<file path="src/rtl/regfile_wb_arbiter.sv">
// Purpose : round-robin arbiter sequencing ALU (A) and load (B) writebacks onto the
//           single register-file write port, with x0 filtering and staged-write forwarding.
// Latency : accepted in cycle t, staged at the posedge ending t, written to the RF one edge later.
// Backpressure: a_ready/b_ready are the grants; none issued while hold=1. The RF never stalls us.
//
// Ports:
//   clk, rst_n            clock, asynchronous active-low reset
//   hold                  control stall, blocks all grants
//   a_* / b_*             requester valid/ready handshakes with destination rd and data
//   rf_we/rf_rd/rf_indata staged write driving the RF write port
//   rs1/rs2, rf_rv1/rf_rv2 read addresses and raw RF read data
//   rv1/rv2               read data with x0 and staged-write forwarding applied
//   wr_count/drop_count   committed-write and dropped-x0-write counters (wrapping)
module regfile_wb_arbiter #(
  parameter int XLEN = 32,
  parameter int AW   = 5,
  parameter int CW   = 16
) (
  input  logic            clk,
  input  logic            rst_n,
  input  logic            hold,
  input  logic            a_valid,
  output logic            a_ready,
  input  logic [AW-1:0]   a_rd,
  input  logic [XLEN-1:0] a_data,
  input  logic            b_valid,
  output logic            b_ready,
  input  logic [AW-1:0]   b_rd,
  input  logic [XLEN-1:0] b_data,
  output logic            rf_we,
  output logic [AW-1:0]   rf_rd,
  output logic [XLEN-1:0] rf_indata,
  input  logic [AW-1:0]   rs1,
  input  logic [AW-1:0]   rs2,
  input  logic [XLEN-1:0] rf_rv1,
  input  logic [XLEN-1:0] rf_rv2,
  output logic [XLEN-1:0] rv1,
  output logic [XLEN-1:0] rv2,
  output logic [CW-1:0]   wr_count,
  output logic [CW-1:0]   drop_count
);

  typedef enum logic {LAST_A = 1'b0, LAST_B = 1'b1} last_e;

  last_e            last_grant;
  logic             grant_a;
  logic             grant_b;
  logic             handshake;
  logic [AW-1:0]    win_rd;
  logic [XLEN-1:0]  win_data;

  // Round-robin: a lone requester always wins; on contention the one that
  // did not win last time is served.
  always_comb begin
    grant_a = 1'b0;
    grant_b = 1'b0;
    if (!hold) begin
      if (a_valid && b_valid) begin
        if (last_grant == LAST_B) grant_a = 1'b1;
        else                      grant_b = 1'b1;
      end else if (a_valid) begin
        grant_a = 1'b1;
      end else if (b_valid) begin
        grant_b = 1'b1;
      end
    end
  end

  assign a_ready   = grant_a;
  assign b_ready   = grant_b;
  assign handshake = (a_valid && grant_a) || (b_valid && grant_b);
  assign win_rd    = grant_a ? a_rd   : b_rd;
  assign win_data  = grant_a ? a_data : b_data;

  // One-entry staging register. rf_we is a one-cycle pulse per accepted
  // non-x0 write; rf_rd/rf_indata keep their last value when idle.
  always_ff @(posedge clk or negedge rst_n) begin
    if (!rst_n) begin
      rf_we      <= 1'b0;
      rf_rd      <= '0;
      rf_indata  <= '0;
      last_grant <= LAST_B;
      wr_count   <= '0;
      drop_count <= '0;
    end else begin
      rf_we <= 1'b0;
      if (handshake) begin
        last_grant <= grant_b ? LAST_B : LAST_A;
        if (win_rd != '0) begin
          rf_we     <= 1'b1;
          rf_rd     <= win_rd;
          rf_indata <= win_data;
          wr_count  <= wr_count + CW'(1);
        end else begin
          // x0 writes complete the handshake but never reach the RF.
          drop_count <= drop_count + CW'(1);
        end
      end
    end
  end

  // Only the staged entry is forwarded; requests still in arbitration are
  // invisible to readers until they are staged.
  always_comb begin
    rv1 = rf_rv1;
    if (rs1 == '0)                       rv1 = '0;
    else if (rf_we && (rf_rd == rs1))    rv1 = rf_indata;
  end

  always_comb begin
    rv2 = rf_rv2;
    if (rs2 == '0)                       rv2 = '0;
    else if (rf_we && (rf_rd == rs2))    rv2 = rf_indata;
  end

endmodule

</file>
<file path="config.mk">
export PLATFORM = sky130hd
export DESIGN_NAME = regfile_wb_arbiter
export DESIGN_NICKNAME = d
export VERILOG_FILES = /design/src/rtl/regfile_wb_arbiter.sv
export SDC_FILE = /design/constraint.sdc
export NUM_CORES = 1
export LEC_CHECK = 0
export ABC_AREA = 1
export CAP_MARGIN = 20
export CORE_UTILIZATION = 41
export DETAILED_ROUTE_END_ITERATION = 7
export PLACE_DENSITY = 0.84
export SLEW_MARGIN = 10
export SYNTH_ARGS = -nofsm -noshare
export SYNTH_HDL_FRONTEND = slang
export SYNTH_SLANG_ARGS = --single-unit
</file>
<file path="constraint.sdc">
create_clock -name clk -period 2.3 [get_ports clk]
set_input_delay 0.345 -clock clk [delete_from_list [all_inputs] [get_ports clk]]
set_output_delay 0.345 -clock clk [all_outputs]
set_load 0.02 [all_outputs]
</file>
==> results.toml, run 1 <==
[sta]
max_freq_ghz = 0.4111
finClkSkew_ns = 0.008817
setup_tns_ns = -3.698
timing_hold_violations_final = 0
rsz0062_at_grt = "true"
hold_ws_ns = 0.4877
setup_slack_ns = -0.1327
setup_violations = 59
fin_crit_sh_pct = 105.8
fin_crit_ns = 2.433
drv_slew = 0
slew_headroom_pct = 71.73
worst_slew_pin_slew_ns = 0.4241

[global_routing]
grt_antenna_before_repair = 1
grt_pass1_wl_um = 35620
grt_overflow = 0
grt_pass1_vias = 6706
grt_max_degree = 42
grt.total_usage_pct = 32.44

[job]
maxCapViolCount = 0

[final_layout]
num-nets-final = 1324
fillerInstances = 994
final_core_utilization_pct = 75.27
layout-drive-gt1-share_pct = 20.36
syn_to_final_growth_pct = 75.50
final_common_cell = "nand2_1"
final_cell_mix = "326 x nand2_1, 217 x clkdlybuf4s50_1, 97 x buf_4, 87 x nand3_1, 69 x dfrtp_1"

[setup_path]
worstPathMaxFanout = 8
worstPathCellList = "or2_4 > a21oi_4 > nand3_2 > buf_12 > buf_8 > buf_6 > nand2_2 > a21boi_1 > buf_4"
critPathLaunchType = "flip-flop"
r2r_end = "wr_count[14]"
crit_arrival_ns = 2.09
crit_path_top_delay_cell = "dfrtp_2"
ff2ff_path_depth = 11
slowest_delay_ns = 0.44
rrSetupSlack_ns = 0.39
crit_family = "buffers and inverters"
crit_path_end_kind = "output pin"
critPathKind = "flip-flop to output pin"
cp.required_ns = 1.96
r2r-start = "last_grant"
critPathBufInv = 4

[route]
drt-pass1-iter-count = 5
vias = 7332
avgViaCountPerCell = 5.443
antenna_violating_nets_post_route = 0
dr.first_iter.drc_count = 621
wl_per_cell_um = 17.61
drc = 0
drt-total-wl_um = 23730

[pwr]
comb_power_share_pct = 42.6
p_sw_share_pct = 36.74
p_leak_nw = 4.731
ir_drop_v = 0.0004231
p_per_area_mw_per_mm2 = 547.6
p_seq_share_pct = 30.9
switchingPower_mw = 1.942
clockPowerShare_pct = 26.6
p_int_mw = 3.344

[floorplan]
io_pins = 289
die_h_um = 117.8
die_w_um = 117.8
dieArea_mm2 = 0.01388
coreArea_mm2 = 0.01282
start_util_pct = 42.89
rows = 41

[placement]
place.gp.congestion = 0.9599
io_buffers = 288
dp_hpwl_um = 16470

[clock_tree]
insertion_delay_ns = 0.34
cts.sink_count = 71
clk_pin_slew_ns = 0.06
cts_tree = "yes"
cts_root_buf = "clkbuf_16"
numCtsBuffers = 9
cts_max_level = 3
clockBufferDepth = 2

[hold_path]
hold_path.class = "input port to async pin"

[yosys]
yosysUniqueCellTypes = 33
syn_area_per_cell_um2 = 6.564
yosys_warnings = 0
syn-instance-count = 838
yosysSeqAreaShare_pct = 32.32
synth.net_count = 993
synth_area_mm2 = 0.005500
synth_seq_cells = 71

[status]
violations = "setup timing"
outcome = "finished with violations"
==> metrics by stage <==
step                worst slack, ns  area [um2]  std cells  power, mW
detailed placement          -0.6939        8867       1303      3.657
CTS                         -0.1725        9246       1333      5.149
global route                -0.1815        9653       1347      5.515
global placement            -0.6963        8867       1303      3.629
floorplan                    0.1193        5500        838      2.507
finish                      -0.1327        9653       1347      5.286
==> cell families (layout without fill, tap and decap cells) <==
| group | count (synthesis) | in the layout | share of synthesized area (%) |
|---|---|---|---|
| other | 0 | 1 | 0 |
| buffers and inverters | 103 | 439 | 8.417 |
| flip-flops | 71 | 71 | 32.32 |
| XOR/XNOR | 21 | 21 | 3.344 |
| AND/OR/NAND/NOR | 560 | 560 | 44.56 |
| adder cells (fa/ha/maj) | 2 | 2 | 0.4549 |
| AO/OA/AOI/OAI | 81 | 81 | 10.90 |
==> power groups by stage <==
stage	clock network, mW	logic (mW)	registers [mW]
final	1.41	2.25	1.63
after global routing	1.49	2.38	1.64
after CTS	1.44	2.09	1.62
after detailed placement	0	2.02	1.63
after global placement	0	1.99	1.64
after floorplan	0	0.755	1.75
==> metal layers <==
layer  track usage (%)  vias to the layer above  routed length, um
met5                 0                        -                  0
met4             16.43                        0               1025
met3             5.233                       72               1674
met2             54.23                      405              11770
met1             40.32                     3424               9255
li1                  -                     3431                  -
==> final cells by class <==
cell class,instances,area (um2),area share [%]
Clock inverter,6,68.82,0.7129
Sequential cell,71,1779,18.43
Antenna cell,1,2.502,0.02592
Multi-Input combinational cell,664,3470,35.94
Timing Repair Buffer,376,3712,38.46
Tap cell,172,215.2,2.229
Inverter,47,176.4,1.828
Clock buffer,10,229.0,2.372
==> worst max-delay path by stage <==
stage | start | to | slack [ns] | depth (start not counted)
after global placement | rs1[3] | rv1[31] | -0.70 | 7
after detailed placement | rs1[3] | rv1[31] | -0.69 | 7
after CTS | rf_rd[3] | rv2[30] | -0.17 | 9
after floorplan | rf_rd[1] | rv1[1] | 0.12 | 7
final | rf_rd[3] | rv1[17] | -0.13 | 9
after global routing | rf_rd[3] | rv1[17] | -0.18 | 9
==> repair_timing <==
item                                   in CTS  in global routing
pin swaps                                   7                 57
endpoints found under the hold margin      30                  0
gates cloned                                5                  2
setup buffers                               8                 15
hold buffers                                1                  0
setup endpoints to repair                  64                 65
resized for setup                         333                122
==> synth_stat cells (all sizes together) <==
master  count  area (um2)
clkbuf     32       120.1
nand2     357        1363
a21boi     64       480.5
nor3        7       35.03
buf        24       166.4
nand3      90       455.4
o21ai      10       61.31
nand3b      2       15.01
clkinv      2       7.510
a21oi       3       18.77
xnor2       7       61.31
dfrtp      70        1752
xor2       14       122.6
dfstp       1       26.28
or2         3       18.77
nand4      68       425.4
o22ai       2       12.51
o21bai      2       26.28
ha          2       25.02
nor2       33       138.9
inv        45       168.9
==> state kept, by name, summed over array words and instances, names as in the netlist <==
name / cells
drop_count: 16
last_grant: 1
rf_indata: 32
rf_rd: 5
rf_we: 1
wr_count: 16
No activity file was read; power rests on OpenSTA's default activity.
==> run 2: changes to the inputs <==
SLEW_MARGIN = default   (was 10)
==> results of run 2 <==
Same layout as run 1: the final DEF is identical, and so are final timing and power.
==> run 3: changes to the inputs <==
SLEW_MARGIN = 20   (was default)
==> results of run 3 <==
Same layout as run 1: the final DEF is identical, and so are final timing and power.
